### config.mk
export PLATFORM = sky130hd
export DESIGN_NAME = codebook_fetch
export DESIGN_NICKNAME = d
export VERILOG_FILES = /design/src/rtl/codebook_fetch.sv
export SDC_FILE = /design/constraint.sdc
export NUM_CORES = 1
export LEC_CHECK = 0
export BUFFER_PORTS_ARGS = -buffer_cell sky130_fd_sc_hd__buf_2
export CORE_MARGIN = 8
export CORE_UTILIZATION = 49
export CTS_CLUSTER_DIAMETER = 200
export DETAILED_ROUTE_END_ITERATION = 7
export PLACE_DENSITY = 0.8
export SLEW_MARGIN = 0
export SYNTH_ARGS = -nofsm -noshare
export SYNTH_HDL_FRONTEND = slang
export SYNTH_SLANG_ARGS = --single-unit
### constraint.sdc
create_clock -name clock -period 3.4 [get_ports clock]
set_clock_uncertainty 0.05 [all_clocks]
set_input_delay 0.85 -clock clock [delete_from_list [all_inputs] [get_ports clock]]
set_output_delay 0.85 -clock clock [all_outputs]
set_load 0.05 [all_outputs]
### src/rtl/codebook_fetch.sv
// VRAM read engine that refills the PVR VQ codebook cache, one outstanding burst at a time.
// Define CODEBOOK_FETCH_BURST_EN for BURST_LEN-word requests; otherwise every request is a single word.
module codebook_fetch #(
  parameter int unsigned ADDR_W    = 24,
  parameter int unsigned CB_WORDS  = 256,
  parameter int unsigned BURST_LEN = 8
) (
  input  logic              clock,
  input  logic              reset,
  input  logic              cache_wait,
  input  logic [7:0]        ram_read_offset,
  input  logic [ADDR_W-1:0] cb_base_addr,
  output logic              vram_valid,
  output logic [63:0]       cache_din,
  output logic              vram_rd,
  output logic [ADDR_W-1:0] vram_addr,
  output logic [7:0]        vram_burst_len,
  input  logic              vram_wait,
  input  logic              vram_din_valid,
  input  logic [63:0]       vram_din,
  output logic              fetch_busy,
  output logic              seq_error
);

`ifdef CODEBOOK_FETCH_BURST_EN
  localparam bit BURST_EN = 1'b1;
`else
  localparam bit BURST_EN = 1'b0;
`endif

  localparam int unsigned EFF_BURST = BURST_EN ? BURST_LEN : 1;
  localparam int unsigned N_BURSTS  = CB_WORDS / EFF_BURST;
  localparam int unsigned WC_W      = $clog2(CB_WORDS) + 1;
  localparam int unsigned BC_W      = $clog2(EFF_BURST) + 1;
  localparam int unsigned BI_W      = $clog2(N_BURSTS) + 1;

  typedef enum logic [2:0] {
    IDLE,
    REQ,
    DATA,
    DRAIN,
    DONE
  } state_t;

  state_t            state_q;
  state_t            state_d;
  logic [ADDR_W-1:0] base_q;
  logic [BI_W-1:0]   burst_idx;
  logic [WC_W-1:0]   word_cnt;
  logic [BC_W-1:0]   beat_cnt;

  logic start;
  logic accept;
  logic last_beat;
  logic last_word;

  assign start     = cache_wait && (ram_read_offset == 8'd0);
  assign accept    = (state_q == REQ) && !vram_wait;
  assign last_beat = (beat_cnt == BC_W'(EFF_BURST - 1));
  assign last_word = ((word_cnt + WC_W'(1)) == WC_W'(CB_WORDS));

  assign vram_rd        = (state_q == REQ);
  assign vram_addr      = base_q + (ADDR_W'(burst_idx) * ADDR_W'(EFF_BURST));
  assign vram_burst_len = 8'(EFF_BURST);
  assign fetch_busy     = (state_q != IDLE);

  always_ff @(posedge clock) begin
    if (reset) begin
      state_q <= IDLE;
    end else begin
      state_q <= state_d;
    end
  end

  // An accepted request is committed at VRAM, so acceptance outranks an abort in REQ;
  // the DATA state then drains that burst.
  always_comb begin
    state_d = state_q;
    case (state_q)
      IDLE: begin
        if (start) state_d = REQ;
      end
      REQ: begin
        if (!vram_wait)       state_d = DATA;
        else if (!cache_wait) state_d = IDLE;
      end
      DATA: begin
        if (vram_din_valid && last_beat) begin
          if (!cache_wait)    state_d = IDLE;
          else if (last_word) state_d = DONE;
          else                state_d = REQ;
        end else if (!cache_wait) begin
          state_d = DRAIN;
        end
      end
      DRAIN: begin
        if (vram_din_valid && last_beat) state_d = IDLE;
      end
      DONE: begin
        if (!cache_wait) state_d = IDLE;
      end
      default: state_d = IDLE;
    endcase
  end

  always_ff @(posedge clock) begin
    if (reset) begin
      base_q     <= '0;
      burst_idx  <= '0;
      word_cnt   <= '0;
      beat_cnt   <= '0;
      vram_valid <= 1'b0;
      cache_din  <= '0;
      seq_error  <= 1'b0;
    end else begin
      vram_valid <= 1'b0;
      case (state_q)
        IDLE: begin
          if (start) begin
            base_q    <= cb_base_addr;
            burst_idx <= '0;
            word_cnt  <= '0;
          end
        end
        REQ: begin
          if (accept) beat_cnt <= '0;
        end
        DATA: begin
          if (vram_din_valid) begin
            vram_valid <= 1'b1;
            cache_din  <= vram_din;
            word_cnt   <= word_cnt + WC_W'(1);
            beat_cnt   <= beat_cnt + BC_W'(1);
            if (ram_read_offset != 8'(word_cnt)) seq_error <= 1'b1;
            if (last_beat) burst_idx <= burst_idx + BI_W'(1);
          end
        end
        DRAIN: begin
          if (vram_din_valid) beat_cnt <= beat_cnt + BC_W'(1);
        end
        default: ;
      endcase
    end
  end

endmodule

== After elaboration in Yosys (flattened, before gate mapping) ==
Cells that the tools add are included.
W data, S select, Z words.
Cells by class
  add/sub/neg operators: 4
  multiply operators: 0
  div/mod/pow operators: 0
  $lt $le $gt $ge: 0
  eq/ne operators: 13
  shifts and indexed selects: 0
  muxes and demuxes: 19
  bitwise operators: 2
  reduce and logical (&&, ||, !) cells: 18
Operator list (number)
  $mux W9: 4
  $pmux W9 S2: 2
  $add A24 B9 Y24: 1
  $mux W3: 8
  $add A9 B1 Y9 const B: 2
  $pmux W3 S5: 1
  $reduce_and A3 Y1: 4
  $eq A9 B9 Y1 const B: 1
  $logic_not A8 Y1: 1
  $ne A2 B2 Y1 const B: 4
  $ne A8 B8 Y1: 1
  $eq A3 B2 Y1 const B: 2
  $ne A2 B1 Y1 const B: 2
  $reduce_and A2 Y1: 2
  $reduce_and A4 Y1: 1
  $reduce_bool A2 Y1: 2
  $reduce_or A2 Y1: 2
  $eq A3 B1 Y1 const B: 1
  $eq A3 B3 Y1 const B: 1
  $logic_and A1 B1 Y1: 3
  $logic_not A3 Y1: 1
  $mux W1: 3
  $ne A3 B3 Y1 const B: 1
  $reduce_bool A3 Y1: 1
  4 further kinds: 5
Word-level totals
  register bits: 112
  bits in latches: 0
  RAM bits: 0
  bits in read-only memories: 0
  input bits: 101
  output and inout bits: 100
  word-level logic and storage cells: 64
  memories: 0

== Logic depth before layout (Yosys ltp) ==
  depth after elaboration: 6
  mapped depth: 7
  depth with buffers taken out: 7

== Worst setup path after synthesis ==
OpenSTA, ideal clock, no wires.
  path type: reg-to-output
  start: register burst_idx[1]
  end: output port vram_addr[13]
  data arrival time: 2.433 ns
  required time: 2.500 ns
  path slack: 0.067 ns
  stages on the path, launching flop included: 7
  path buffers: 0
  cell sequence: dfxtp_1 -> ha_1 -> a211oi_1 -> nor4_1 -> o31ai_1 -> a21boi_0 -> xor2_1
On the way
  word-level cells in the longest chain between the ends: 1
RTL lines
  from (decl): line 48  | logic [BI_W-1:0] burst_idx;
  from (signal assigned): line 135  | if (last_beat) burst_idx <= burst_idx + BI_W'(1);
  $add A24 B9 Y24: line 63  | assign vram_addr = base_q + (ADDR_W'(burst_idx) * ADDR_W'(EFF_BURST));
  to (decl): line 16  | output logic [ADDR_W-1:0] vram_addr,
Every way passes these cells.

== Final worst setup path ==
  start: register burst_idx[0]
  end: output port vram_addr[16]
Same word-level chain as after synthesis.

==> metrics.yaml <==
placement:
  place_area_sq_um: 6160
  io_buffer_count: 192
  gp_congestion: 0.860
  pre_cts_ws_ns: 0.140
  dp_hpwl_microns: 10200
  placed_cells: 959
hold_path:
  hp-class: "reg2reg"
  hp-start: "cache_din[50]"
critical_path:
  critPathCaptureType: "output pin"
  cp_data_required_time_ns: 2.50
  crit_fanout: 7
  critPathKind: "reg2out"
  startpoint_type: "flop"
  reg2reg_from: "state_q[0]"
  arrival_ns: 2.44
  crit_start: "burst_idx[0]"
sta:
  setup_tns_ns: 0
  grt_setup_unrepaired: "yes"
  setup_viol: 0
  fin_crit_sh_pct: 98.3
  max_slew_margin_pct: 42.8
  setup_ws_ns: 0.0577
  tightestPinTransition_ns: 0.859
  clock.fmax_ghz: 0.299
  slew_viol_final: 0
  period_needed_ns: 3.34
  hold_viol: 0
job:
  drv_cap: 0
synthesis:
  synth_area_leader_cell: "dfxtp_1"
  ys_ff_latch: 112
  synth_cells: 667
  yosys-top-cells-area: "dfxtp_1, nand2_1, a21oi_1, xor2_1, ha_1"
  synth_warnings: 0
  syn_avg_cell_area_sq_um: 7.73
  yosysUniqueCellTypes: 53
  synth-edff-count: 0
  yosysSeqAreaShare_pct: 43.5
  synth_top_area_share_pct: 43.5
  synth-async-reset-ratio_pct: 0
  ys.flop_type: "dfxtp_1"
  netlist_area_sq_um: 5160
power_and_ir_drop:
  cellLeakagePower_nw: 2.81
  total_power_mw: 2.18
  power_density_nw_per_um2: 335
  ir_drop_v: 0.000335
floorplan:
  io_pins: 201
  initial_core_util_pct: 50.2
  die_x_microns: 119
  rows: 37
  dieHeight_microns: 119
  fp.coreArea_sq_um: 10300
  dieArea_sq_um: 14100
clocking:
  h-tree-depth: 3
  cts_tree: "built"
  cts.path.max_buffers: 2
  cts_num_sinks: 112
  clockRootBuffer: "clkbuf_8"
  clkLatencyLatePin_ns: 0.37
  cts_hold_buf: 0
  cts_inserted_buffers: 9
  cts.clk_slew.worst_paths_ns: 0.11
route:
  wl_per_cell_microns: 14.5
  num_vias: 4992
  wirelength_microns: 14200
  drc: 0
  ant_nets: 0
  drt-pass1-iter-count: 5
  vias_per_cell: 5.11
  drt_iter0_drc: 439
global_route:
  antenna_found_initial: 0
  grt.total_usage_pct: 19.3
  grt_pass1_wl_microns: 23100
  overflow: 0
  first_global_vias: 4911
  grt_max_degree: 81
final_layout:
  mostFrequentLayoutCells: "nand2_1, buf_2, a21oi_1, dfxtp_1, nor2_1"
  design_area_sq_um: 6510
  seqCellArea_sq_um: 2250
  num_antenna_cells: 0
  fin_cells: 976
  synthToLayoutAreaGrowth_pct: 26.3
  layout_commonest_cell: "nand2_1"
  layout-drive-gt1-share_pct: 29.8
  n_fill_cell: 988
  multi_input_area_sq_um: 2800
  final_nets: 949
run_status:
  status: "complete, no violations"
==> per-stage QoR <==
step                      util, %  hold WS, ns
after floorplan                 -        0.391
after global placement       59.9        0.389
after detailed placement     59.9        0.393
after CTS                    62.3        0.409
after global routing         63.4        0.427
final                        63.4        0.406
==> final timing paths <==
| path | to | slack (ns) | depth (start not counted) |
|---|---|---|---|
| min reg2reg | cache_din[50] | 0.41 | 2 |
| max reg2reg | burst_idx[8] | 1.32 | 5 |
| max | vram_addr[16] | 0.06 | 8 |
| min | cache_din[50] | 0.41 | 2 |
==> cell families (layout without fill, tap and decap cells) <==
family	Yosys count	count (layout)	share of synthesized area, %
AOI/OAI and AO/OA	146	146	16.0
muxes	1	1	0.218
xor gates and xnor gates	36	36	6.11
other	2	8	0.146
adders and majority gates	12	12	3.06
DFF	112	112	43.5
and+or+nand+nor	303	303	26.0
buffers and inverters	55	222	4.95
==> worst max-delay path, stage by stage (launching register included) <==
cell,delay [ns]
dfxtp_2,0.35
ha_4,0.18
fa_2,0.38
a211oi_2,0.27
o21ai_1,0.13
a41o_2,0.29
nand3_1,0.11
xnor2_1,0.13
buf_4,0.23
==> repair_timing <==
| action | in CTS | in global routing |
|---|---|---|
| buffers inserted | 2 | 0 |
| pin swaps | 5 | 9 |
| resized for setup | 15 | 30 |
| endpoints found under the setup margin | 12 | 18 |
==> sequential cells by signal, indices dropped and copies added (netlist names) <==
signal / flops
cache_din: 64
base_q: 24
burst_idx: 9
word_cnt: 9
state_q: 3
beat_cnt: 1
seq_error: 1
vram_valid: 1
==> area by class of cell <==
cell class | count | share of cell area [%]
Multi-Input combinational cell | 506 | 43.0
Timing Repair Buffer | 203 | 16.7
Sequential cell | 112 | 34.6
Clock buffer | 10 | 2.11
Inverter | 4 | 0.231
Tap cell | 136 | 2.61
Clock inverter | 5 | 0.788
==> cells in the mapped netlist (2+ instances only) <==
library cell	n
xor2_1	25
nand4_1	11
or2_2	2
and3_1	9
a21oi_1	109
buf_4	8
clkbuf_1	35
o221ai_1	4
a211oi_1	4
or4_1	2
buf_2	3
nand2_1	198
conb_1	2
a21boi_0	2
ha_1	11
buf_6	2
and4_1	3
nor4_1	4
nor2_1	31
inv_1	4
buf_1	3
nor3_1	4
o21ai_0	9
nand3_1	18
xnor2_1	11
dfxtp_1	112
nor3b_1	2
nor2b_1	4
a21o_1	2
a31oi_1	2
nand2b_1	6
a311oi_1	4
==> power by group <==
part | total [mW] | leakage [nW] | internal, mW | switching, mW
Sequential | 1.31 | 0.904 | 1.31 | 0.000475
Combinational | 0.117 | 1.80 | 0.0490 | 0.0682
Clock | 0.756 | 0.0961 | 0.297 | 0.459
==> routing by layer <==
layer  track usage, %  share of wire, %
met5                0                 0
met4             5.45               1.3
met3             9.66                11
met2             32.3                48
met1             21.4                40
Power figures use the tool's default switching activity.
